==> config.mk <==
export PLATFORM = sky130hd
export DESIGN_NAME = audio_playback_sequencer
export DESIGN_NICKNAME = d
export VERILOG_FILES = /design/src/rtl/audio_pkg.sv /design/src/rtl/audio_interp_step.sv /design/src/rtl/audio_playback_sequencer.sv
export SDC_FILE = /design/constraint.sdc
export NUM_CORES = 1
export LEC_CHECK = 0
export ABC_AREA = 1
export BUFFER_PORTS_ARGS = -buffer_cell sky130_fd_sc_hd__buf_2
export CORE_MARGIN = 1.5
export CORE_UTILIZATION = 60
export CTS_CLUSTER_DIAMETER = 200
export DETAILED_ROUTE_END_ITERATION = 10
export PLACE_DENSITY_LB_ADDON = 0.15
export SLEW_MARGIN = 40
export SYNTH_ARGS = -nofsm -noshare
export SYNTH_HDL_FRONTEND = slang
export SYNTH_SLANG_ARGS = --single-unit
==> constraint.sdc <==
create_clock -name i_clk -period 15.3 [get_ports i_clk]
set_input_delay 0.765 -clock i_clk [delete_from_list [all_inputs] [get_ports i_clk]]
set_output_delay 0.765 -clock i_clk [all_outputs]
set_load 0.005 [all_outputs]
==> src/rtl/audio_pkg.sv <==
// Shared constants, state encoding and helpers for the audio playback sequencer.
package audio_pkg;

  localparam int unsigned SampleW = 16;
  localparam int unsigned SpeedW  = 4;
  // Interpolation arithmetic needs one extra bit to hold cur - prev without wrapping.
  localparam int unsigned DeltaW  = SampleW + 1;

  typedef enum logic [1:0] {
    StIdle,
    StFetch,
    StCalc,
    StWait
  } seq_state_t;

  // Out-of-range slow-down factors (0, 9..15) fall back to real-time playback.
  function automatic logic [SpeedW-1:0] sanitize_speed(input logic [SpeedW-1:0] s);
    return ((s == '0) || (s > SpeedW'(8))) ? SpeedW'(1) : s;
  endfunction

  // Clamp a widened accumulator back into the 16-bit signed sample range.
  function automatic logic signed [SampleW-1:0] sat16(input logic signed [DeltaW-1:0] v);
    if (v > DeltaW'(32767)) begin
      return 16'sh7fff;
    end else if (v < -DeltaW'(32768)) begin
      return 16'sh8000;
    end else begin
      return v[SampleW-1:0];
    end
  endfunction

endpackage

==> src/rtl/audio_interp_step.sv <==
// Combinational per-output step: (cur - prev) / N via shift-add on the magnitude.
module audio_interp_step
  import audio_pkg::*;
(
  input  logic signed [SampleW-1:0] cur,
  input  logic signed [SampleW-1:0] prev,
  input  logic        [SpeedW-1:0]  speed,
  output logic signed [DeltaW-1:0]  q
);

  logic signed [DeltaW-1:0] delta;
  logic        [DeltaW-1:0] mag;
  logic        [DeltaW-1:0] quot;

  // Divide the magnitude so each shifted term truncates toward zero, then reapply the sign.
  always_comb begin
    delta = DeltaW'(cur) - DeltaW'(prev);
    mag   = delta[DeltaW-1] ? DeltaW'(-delta) : DeltaW'(delta);
    case (speed)
      4'd2:    quot = mag >> 1;
      4'd3:    quot = (mag >> 2) + (mag >> 4) + (mag >> 6);
      4'd4:    quot = mag >> 2;
      4'd5:    quot = (mag >> 3) + (mag >> 4) + (mag >> 6);
      4'd6:    quot = (mag >> 3) + (mag >> 5) + (mag >> 7);
      4'd7:    quot = (mag >> 3) + (mag >> 6) + (mag >> 9);
      4'd8:    quot = mag >> 3;
      default: quot = mag;
    endcase
    q = delta[DeltaW-1] ? -$signed(quot) : $signed(quot);
  end

endmodule

==> src/rtl/audio_playback_sequencer.sv <==
// Fetches samples from the source and emits N held or interpolated outputs per sample.
module audio_playback_sequencer
  import audio_pkg::*;
(
  input  logic                      i_clk,
  input  logic                      i_rst,
  input  logic                      i_start,
  input  logic                      i_stop,
  input  logic        [SpeedW-1:0]  i_speed,
  input  logic                      i_interp,
  input  logic                      i_sample_req,
  output logic                      o_src_req,
  input  logic                      i_src_valid,
  input  logic signed [SampleW-1:0] i_src_data,
  input  logic                      i_src_last,
  output logic signed [SampleW-1:0] o_sample,
  output logic                      o_sample_valid,
  output logic                      o_underrun,
  output logic                      o_busy,
  output logic                      o_done
);

  seq_state_t               state;
  logic        [SpeedW-1:0] speed_n;
  logic                     interp_mode;
  logic signed [SampleW-1:0] prev;
  logic signed [SampleW-1:0] cur;
  logic signed [DeltaW-1:0] acc;
  logic signed [DeltaW-1:0] q;
  logic signed [DeltaW-1:0] q_next;
  logic        [SpeedW-1:0] step;
  logic                     last_seg;
  logic                     pending;
  logic                     xfer;
  logic                     emit;
  logic                     seg_end;

  audio_interp_step u_interp_step (
    .cur   (cur),
    .prev  (prev),
    .speed (speed_n),
    .q     (q_next)
  );

  assign o_src_req = (state == StFetch);
  assign o_busy    = (state != StIdle);
  assign xfer      = o_src_req & i_src_valid;
  // A buffered request counts as a live one on the first WAIT cycle.
  assign emit      = (state == StWait) & (i_sample_req | pending);
  assign seg_end   = (step == (speed_n - SpeedW'(1)));

  // Sequencer FSM with registered sample path and strobes; stop overrides everything.
  always_ff @(posedge i_clk) begin
    if (i_rst) begin
      state          <= StIdle;
      speed_n        <= SpeedW'(1);
      interp_mode    <= 1'b0;
      prev           <= '0;
      cur            <= '0;
      acc            <= '0;
      q              <= '0;
      step           <= '0;
      last_seg       <= 1'b0;
      pending        <= 1'b0;
      o_sample       <= '0;
      o_sample_valid <= 1'b0;
      o_underrun     <= 1'b0;
      o_done         <= 1'b0;
    end else begin
      o_sample_valid <= 1'b0;
      o_underrun     <= 1'b0;
      o_done         <= 1'b0;
      if (i_stop) begin
        state   <= StIdle;
        pending <= 1'b0;
      end else begin
        unique case (state)
          StIdle: begin
            if (i_start) begin
              speed_n     <= sanitize_speed(i_speed);
              interp_mode <= i_interp;
              prev        <= '0;
              cur         <= '0;
              step        <= '0;
              pending     <= 1'b0;
              state       <= StFetch;
            end
          end
          StFetch, StCalc: begin
            if (i_sample_req) begin
              if (pending) o_underrun <= 1'b1;
              else         pending    <= 1'b1;
            end
            if (state == StFetch) begin
              if (xfer) begin
                prev     <= cur;
                cur      <= i_src_data;
                step     <= '0;
                last_seg <= i_src_last;
                state    <= StCalc;
              end
            end else begin
              q     <= q_next;
              acc   <= DeltaW'(prev);
              state <= StWait;
            end
          end
          StWait: begin
            if (emit) begin
              o_sample       <= interp_mode ? sat16(acc) : prev;
              o_sample_valid <= 1'b1;
              acc            <= acc + q;
              step           <= step + SpeedW'(1);
              // With a buffered request outstanding, a fresh one takes its place.
              pending        <= pending & i_sample_req;
              if (seg_end) begin
                if (last_seg) begin
                  state   <= StIdle;
                  o_done  <= 1'b1;
                  pending <= 1'b0;
                end else begin
                  state <= StFetch;
                end
              end
            end
          end
          default: state <= StIdle;
        endcase
      end
    end
  end

endmodule
==> key figures, run 1 <==
Outcome
  – Status: complete, no violations

Drt
  – WL per Instance: 17.2 um
  – DRT Pass-1 Iters: 5
  – DRC: 0
  – Routed vias: 14.2k
  – DRC violation total after the first TritonRoute iteration: 1221
  – Antenna Nets Post-Route: 0
  – Final WL: 41700 um
  – Via density: 5.84

Worst setup path
  – Critical Path RT: 15550 ps
  – Slowest stage delay, CP: 640 ps
  – Crit. End Element: flip-flop
  – R2R setup slack: 7710 ps
  – Worst path slowest cell: xor2_1
  – Startpoint Class: flip-flop
  – Top delay family on crit path: simple AND/OR/NAND/NOR gates
  – Critical Path AT: 7850 ps
  – Most common cell on crit path: nand2_1
  – Setup CP Type: flip-flop to flip-flop
  – Buffers & Inverters on Critical Path: 6
  – Crit-path max FO: 35

Synthesis
  – Async S/R FF share, synth: 0%
  – Post-synth top flop: dfxtp_1
  – Cells after Synth: 2130
  – #FFs+latches synth: 98
  – Synth warn: 0
  – Mean area per synthesized cell: 6.09 um^2
  – Mapped Area: 13000 um^2
  – Number of synthesized flops with an enable pin: 0
  – Sequential share of the synthesized area: 15.1%
  – Cell variety after synth: 66
  – Mapped Nets: 2277

GRT
  – Global-route wire length before repair: 66200 um
  – Number of global-route vias before repair: 13.1k
  – GR Overflow Total: 0
  – Largest net degree at the start of global routing: 61
  – Initial antenna violation count: 0
  – All-Layer GR Usage: 37.3%

Clock network
  – Setup bufs post-CTS: 0
  – Clock tree buffer depth: 2
  – Worst-path clk slew: 70 ps
  – # resized after CTS: 0
  – Root Driver: clkbuf_16
  – Clock Latency Late Sink: 350 ps
  – Sink Count: 98
  – H-Tree Depth: 3
  – CTS buffer count: 9
  – TritonCTS clock tree: yes
  – CTS hold repair buffers: 0

Job
  – Max-cap violation count: 0

Floorplanning
  – Num rows: 53
  – Core area: 21100 um^2
  – Die height: 150 um
  – Die Area: 22500 um^2
  – Starting Density: 61.5%
  – Chip width: 150 um
  – Io pins: 49

STA
  – Worst clock skew: 6.69 ps
  – Final slew viol count: 0
  – Tmin final: 7590 ps
  – Fmax: 132 MHz
  – Max transition margin: 43.6%
  – Setup Viol. Count Final: 0
  – RSZ-0062 raised after global routing: no
  – Hold Vio Cnt, Final: 0
  – Final setup TNS: 0 ps
  – Worst-Margin Slew: 838 ps
  – Final period util: 49.6%

Finish
  – Layout Nets: 2296
  – Inserted Diodes: 0
  – Commonest non-fill, non-tap cell in the layout: nand2_1
  – Most frequent cells in the layout: nand2_1, inv_1, nand3_1
  – Share of layout cells above drive strength 1: 11.1%
  – Area delta synth->final: 5.70%

Worst hold path
  – Worst Hold Class: flip-flop to flip-flop

Placement
  – GP Congestion: 1.02
  – Detailed placement HPWL: 32700 um
  – Buffers added on ports: 48
[path summary, 6_finish.rpt]
| path | startpoint | end | cells after the start |
|---|---|---|---|
| min | pending | o_underrun | 2 |
| min reg2reg | pending | o_underrun | 2 |
| max | cur[0] | q[16] | 48 |
| max reg2reg | cur[0] | q[16] | 48 |
[worst register-to-register path: cells and delay by family, from the launching register on]
family	cells	cell delay, ps
compound gates	5	1100
xor+xnor	2	710
fa+ha+maj	4	1540
buf+inv	6	800
flops	1	330
simple gates	31	3040
[cell families (layout without fill, tap and decap cells)]
family                     Yosys count  in the layout  share of synthesized area (%)
and+or+nand+nor                   1105           1105                           39.9
AOI/OAI and AO/OA                  383            383                           17.5
buffers and inverters              365            387                           11.2
adders and majority gates          119            119                           12.1
DFF                                 98             98                           15.1
xor gates and xnor gates            60             60                           4.26
[registers in the layout (all words and copies together), names as in the netlist]
register and count:
o_done 1, last_seg 1, step 4, cur 16
acc 17, o_sample_valid 1, interp_mode 1, o_underrun 1
state 2, o_sample 16, prev 16, pending 1
speed_n 4, q 17
[cells in the mapped netlist, types with 21 or more instances]
library cell | n | area, um^2
inv_1 | 282 | 1060
nand4_1 | 35 | 219
a211oi_1 | 31 | 233
nand2_2 | 49 | 307
nand3_1 | 204 | 1020
nand2_1 | 540 | 2030
o21ai_0 | 89 | 445
ha_1 | 109 | 1360
o211ai_1 | 34 | 255
inv_2 | 25 | 93.8
nor2_1 | 163 | 612
nand3_2 | 21 | 210
a21oi_1 | 167 | 836
xor2_1 | 38 | 333
clkbuf_1 | 39 | 146
dfxtp_1 | 98 | 1960
[cell type report]
type	instances	area [um^2]
Clock buffer	10	229
Clock inverter	4	76.3
Fill cell	1993	7390
Inverter	312	1180
Multi-Input combinational cell	1667	9570
Sequential cell	98	1960
Tap cell	275	344
Timing Repair Buffer	61	338
[layer usage]
layer  up-vias  global-route usage (%)  share of wire, %
li1       7082                       -                 -
met2       572                    63.0                46
met3       171                    4.54               6.5
met4         0                    24.6               7.0
met1      6345                    44.3                41
met5         -                       0                 0
[per-stage QoR]
stage / area, um^2 / util (%) / worst slack, ps / cells / hold slack, ps
after global routing: 13700 / 65.0 / 7010 / 2427 / 510
after global placement: 13400 / 63.5 / 8000 / 2413 / 465
after detailed placement: 13400 / 63.5 / 7790 / 2413 / 477
after CTS: 13700 / 65.0 / 7780 / 2427 / 486
after floorplan: 13000 / - / 9070 / 2130 / 450
final: 13700 / 65.0 / 7710 / 2427 / 490
Power of run 1 is not shown: default switching activity piles up to over one toggle a cycle in this logic, so the estimate is an artifact.
==> run 2, diff against run 1 <==
clock period = 7.1 ns   (was 15.3 ns; I/O delays follow)
==> run 2 against run 1 <==
Compared with the run above:
- hold slack lost 220 ps
- highest routed layer unchanged
- first-iteration DRC count is 13% lower
- sequential share of layout area fell by 0.095 points
- largest cell class unchanged
==> key figures, run 2 (same netlist as run 1, synthesis figures left out) <==
Outcome
  – Status: complete, no violations

Finish
  – Area delta synth->final: 6.41%
  – Commonest non-fill, non-tap cell in the layout: nand2_1
  – Largest regs: acc: 17 flops, q: 17 flops
  – Most frequent cells in the layout: nand2_1, inv_1, nand3_1
  – Share of layout cells above drive strength 1: 11.9%
  – Fillers: 1985
  – Inserted Diodes: 0
  – Layout Nets: 2307

STA
  – Final slew viol count: 0
  – RSZ-0062 raised after global routing: no
  – Worst clock skew: 9.52 ps
  – Tmin final: 6640 ps
  – Worst-Margin Slew: 770 ps
  – Max transition margin: 48.5%
  – Final period util: 93.5%
  – Fmax: 151 MHz
  – Hold Vio Cnt, Final: 0
  – Final setup TNS: 0 ps
  – Setup Viol. Count Final: 0

Worst setup path
  – Startpoint Class: flip-flop
  – Setup CP Type: flip-flop to flip-flop
  – Slowest stage delay, CP: 450 ps
  – Critical Path AT: 6890 ps
  – Crit. End Element: flip-flop
  – Crit-path max FO: 11
  – Critical Path RT: 7350 ps
  – Worst path slowest cell: fa_1
  – Most common cell on crit path: nand2_1

Floorplanning
  – Chip width: 150 um
  – Die Area: 22500 um^2
  – Io pins: 49
  – Starting Density: 61.5%
  – Die height: 150 um
  – Core area: 21100 um^2
  – Num rows: 53

Drt
  – Via density: 5.80
  – DRC violation total after the first TritonRoute iteration: 1068
  – Routed vias: 14.2k
  – Antenna Nets Post-Route: 0
  – DRT Pass-1 Iters: 5
  – DRC: 0
  – WL per Instance: 16.3 um
  – Final WL: 39800 um

Placement
  – GP Congestion: 1.01
  – Detailed placement HPWL: 31800 um
  – Buffers added on ports: 48

Clock network
  – CTS buffer count: 9
  – H-Tree Depth: 3
  – TritonCTS clock tree: yes
  – CTS hold repair buffers: 0
  – Clock tree buffer depth: 2
  – Clock Latency Late Sink: 340 ps
  – Worst-path clk slew: 70 ps
  – Root Driver: clkbuf_16
  – Sink Count: 98

GRT
  – All-Layer GR Usage: 35.5%
  – Largest net degree at the start of global routing: 61
  – Number of global-route vias before repair: 12.8k
  – Global-route wire length before repair: 63400 um
  – Initial antenna violation count: 0
  – GR Overflow Total: 0

Job
  – Max-cap violation count: 0

Worst hold path
  – Worst Hold Class: input port to flip-flop
## run 2: timing repair
action | in CTS | in global routing
gates resized for setup | 0 | 8
endpoints found under the setup margin | 0 | 5
buffers inserted | 0 | 0
## run 2: metal layers
metal,wire length (um),vias up,share of wire [%],global-route usage (%)
met3,2250,133,5.7,3.14
met4,2820,0,7.1,23.0
met5,0,-,0,0
met2,18000,565,45,59.8
li1,-,7129,-,-
met1,16700,6333,42,43.1
## run 2: metrics by stage
| stage | std cells | hold WS, ps | utilization, % | setup WS (ps) | area [um^2] |
|---|---|---|---|---|---|
| detailed placement | 2424 | 473 | 63.9 | 304 | 13500 |
| global placement | 2424 | 463 | 63.9 | 603 | 13500 |
| floorplan | 2130 | 450 | - | 865 | 13000 |
| finish | 2440 | 274 | 65.4 | 461 | 13800 |
| CTS | 2440 | 269 | 65.3 | 300 | 13800 |
| global route | 2440 | 281 | 65.4 | 1.86 | 13800 |
## run 2: cell type report
type / instances / area [um^2] / share of cell area (%)
inverters: 312 / 1190 / 8.60
clock buffers: 10 / 229 / 1.66
clock inverters: 6 / 55.1 / 0.399
repair buffers: 72 / 420 / 3.05
flip-flops and latches: 98 / 1960 / 14.2
well taps: 275 / 344 / 2.49
multi-input cells: 1667 / 9600 / 69.6
## run 2: critical path: cells and delay by family (launching register included)
| family | cells | cell delay (ps) |
|---|---|---|
| xor gates and xnor gates | 1 | 130 |
| and+or+nand+nor | 27 | 3140 |
| AOI/OAI and AO/OA | 3 | 780 |
| adders and majority gates | 4 | 1420 |
| DFF | 1 | 330 |
| buffers and inverters | 7 | 730 |
## run 2: path summary, 6_finish.rpt
| kind | startpoint | to | slack, ps | depth (start not counted) |
|---|---|---|---|---|
| setup / recovery | cur[0] | q[16] | 460 | 42 |
| hold / removal | i_src_data[14] | cur[14] | 270 | 3 |
| setup reg to reg | cur[0] | q[16] | 460 | 42 |
| hold reg to reg | last_seg | last_seg | 480 | 2 |
Power of run 2 is left out for the same reason.
==> run 3, diff against run 2 <==
CTS_BUF_LIST = sky130_fd_sc_hd__clkbuf_8   (was not set)
==> run 3 against run 2 <==
Compared with the run above:
- wire length down 0.22%
- non-clock buffer count unchanged
- critical path depth did not move
- cell count did not move
- worst setup slack worse by 7.0 ps
- global-route usage down 0.24 points
- register-to-register slack is essentially flat
- utilization decreased by 0.47 points
- flip-flop and latch count unchanged
- sequential share of layout area rose by 0.10 points
- largest cell class unchanged
- highest routed layer unchanged
==> key figures, run 3 (same netlist as run 1, synthesis figures left out) <==
Clock network
  – H-Tree Depth: 3
  – CTS hold repair buffers: 0
  – Setup bufs post-CTS: 0
  – # resized after CTS: 0
  – Clock Latency Late Sink: 370 ps
  – CTS buffer count: 9
  – Root Driver: clkbuf_8
  – Sink Count: 98
  – Clock tree buffer depth: 2
  – TritonCTS clock tree: yes
  – Worst-path clk slew: 110 ps

Worst setup path
  – Worst r2r dst: q[16]
  – R2R cell count: 42
  – RR Startpoint: cur[0]
  – Setup CP Type: flip-flop to flip-flop
  – Slowest stage delay, CP: 450 ps
  – R2R setup slack: 450 ps
  – Worst path slowest cell: fa_1
  – Startpoint Class: flip-flop
  – Critical Path AT: 6920 ps
  – Crit. End Element: flip-flop
  – Critical Path RT: 7370 ps
  – Crit-path max FO: 11
  – Most common cell on crit path: nand2_1

Finish
  – Area delta synth->final: 5.65%
  – Share of layout cells above drive strength 1: 12.0%
  – Final Util: 64.9%
  – Fillers: 2006
  – Layout Nets: 2307
  – Most frequent cells in the layout: nand2_1, inv_1, nand3_1
  – Largest regs: acc: 17 flops, q: 17 flops
  – Inserted Diodes: 0
  – Commonest non-fill, non-tap cell in the layout: nand2_1

Floorplanning
  – Die height: 150 um
  – Die Area: 22500 um^2
  – Starting Density: 61.5%
  – Chip width: 150 um
  – Num rows: 53
  – Io pins: 49
  – Core area: 21100 um^2

STA
  – Hold Vio Cnt, Final: 0
  – Final period util: 93.6%
  – Final setup TNS: 0 ps
  – Fmax: 150 MHz
  – Min Hold Slack: 237 ps
  – Worst clock skew: 15.0 ps
  – Tmin final: 6650 ps
  – Worst-Margin Slew: 772 ps
  – RSZ-0062 raised after global routing: no
  – Max transition margin: 48.3%
  – Setup Viol. Count Final: 0
  – Final slew viol count: 0

GRT
  – All-Layer GR Usage: 35.2%
  – Initial antenna violation count: 0
  – Global-route wire length before repair: 62900 um
  – Number of global-route vias before repair: 12.7k
  – Largest net degree at the start of global routing: 61
  – GR Overflow Total: 0

Worst hold path
  – Worst Hold Class: input port to flip-flop
  – Worst hold stages: 3
  – Worst hold start: i_src_data[12]
  – Worst Hold Path EP: cur[12]

Drt
  – DRC violation total after the first TritonRoute iteration: 1117
  – Antenna Nets Post-Route: 0
  – DRT Pass-1 Iters: 6
  – DRC: 0
  – Via density: 5.78
  – WL per Instance: 16.3 um
  – Routed vias: 14.1k
  – Final WL: 39700 um

Job
  – Max-cap violation count: 0

Outcome
  – Status: complete, no violations

Placement
  – Buffers added on ports: 48
  – GP Congestion: 1.01
  – Detailed placement HPWL: 31800 um
-- run 3: area by class of cell --
type / instances / area (um^2) / share of cell area [%]
inverter: 312 / 1190 / 8.66
clock inverter: 7 / 58.8 / 0.429
clock buffer: 9 / 124 / 0.905
multi-input combinational: 1667 / 9600 / 70.1
timing repair buffer: 72 / 420 / 3.07
tap: 275 / 344 / 2.51
sequential: 98 / 1960 / 14.3
-- run 3: worst max-delay path by stage --
stage                 from    end  slack, ps  depth (start not counted)
detailed placement  cur[0]  q[16]        300                         50
floorplan           cur[0]  q[16]        870                         50
CTS                 cur[0]  q[16]        300                         50
global route        cur[0]  q[16]          9                         42
global placement    cur[0]  q[16]        600                         50
finish              cur[0]  q[16]        450                         42
-- run 3: critical path: cells and delay by family (launching register included) --
kind,cells,cell delay [ps]
xor gates and xnor gates,1,130
adders and majority gates,4,1420
DFF,1,340
and+or+nand+nor,27,3150
AOI/OAI and AO/OA,3,770
buffers and inverters,7,720
-- run 3: metal layers --
layer	wire, um	global-route usage (%)	vias to the layer above
li1	-	-	7124
met1	16700	43.0	6329
met2	18000	59.6	512
met3	2220	2.90	139
met4	2760	22.4	0
met5	0	0	-
-- run 3: through the flow --
step	area [um^2]	worst slack, ps	cells
2_1_floorplan	13000	865	2130
3_3_place_gp	13500	603	2424
3_5_place_dp	13500	304	2424
4_1_cts	13700	299	2440
5_1_grt	13700	9.44	2440
6_report	13700	454	2440
Power of run 3 is left out for the same reason.
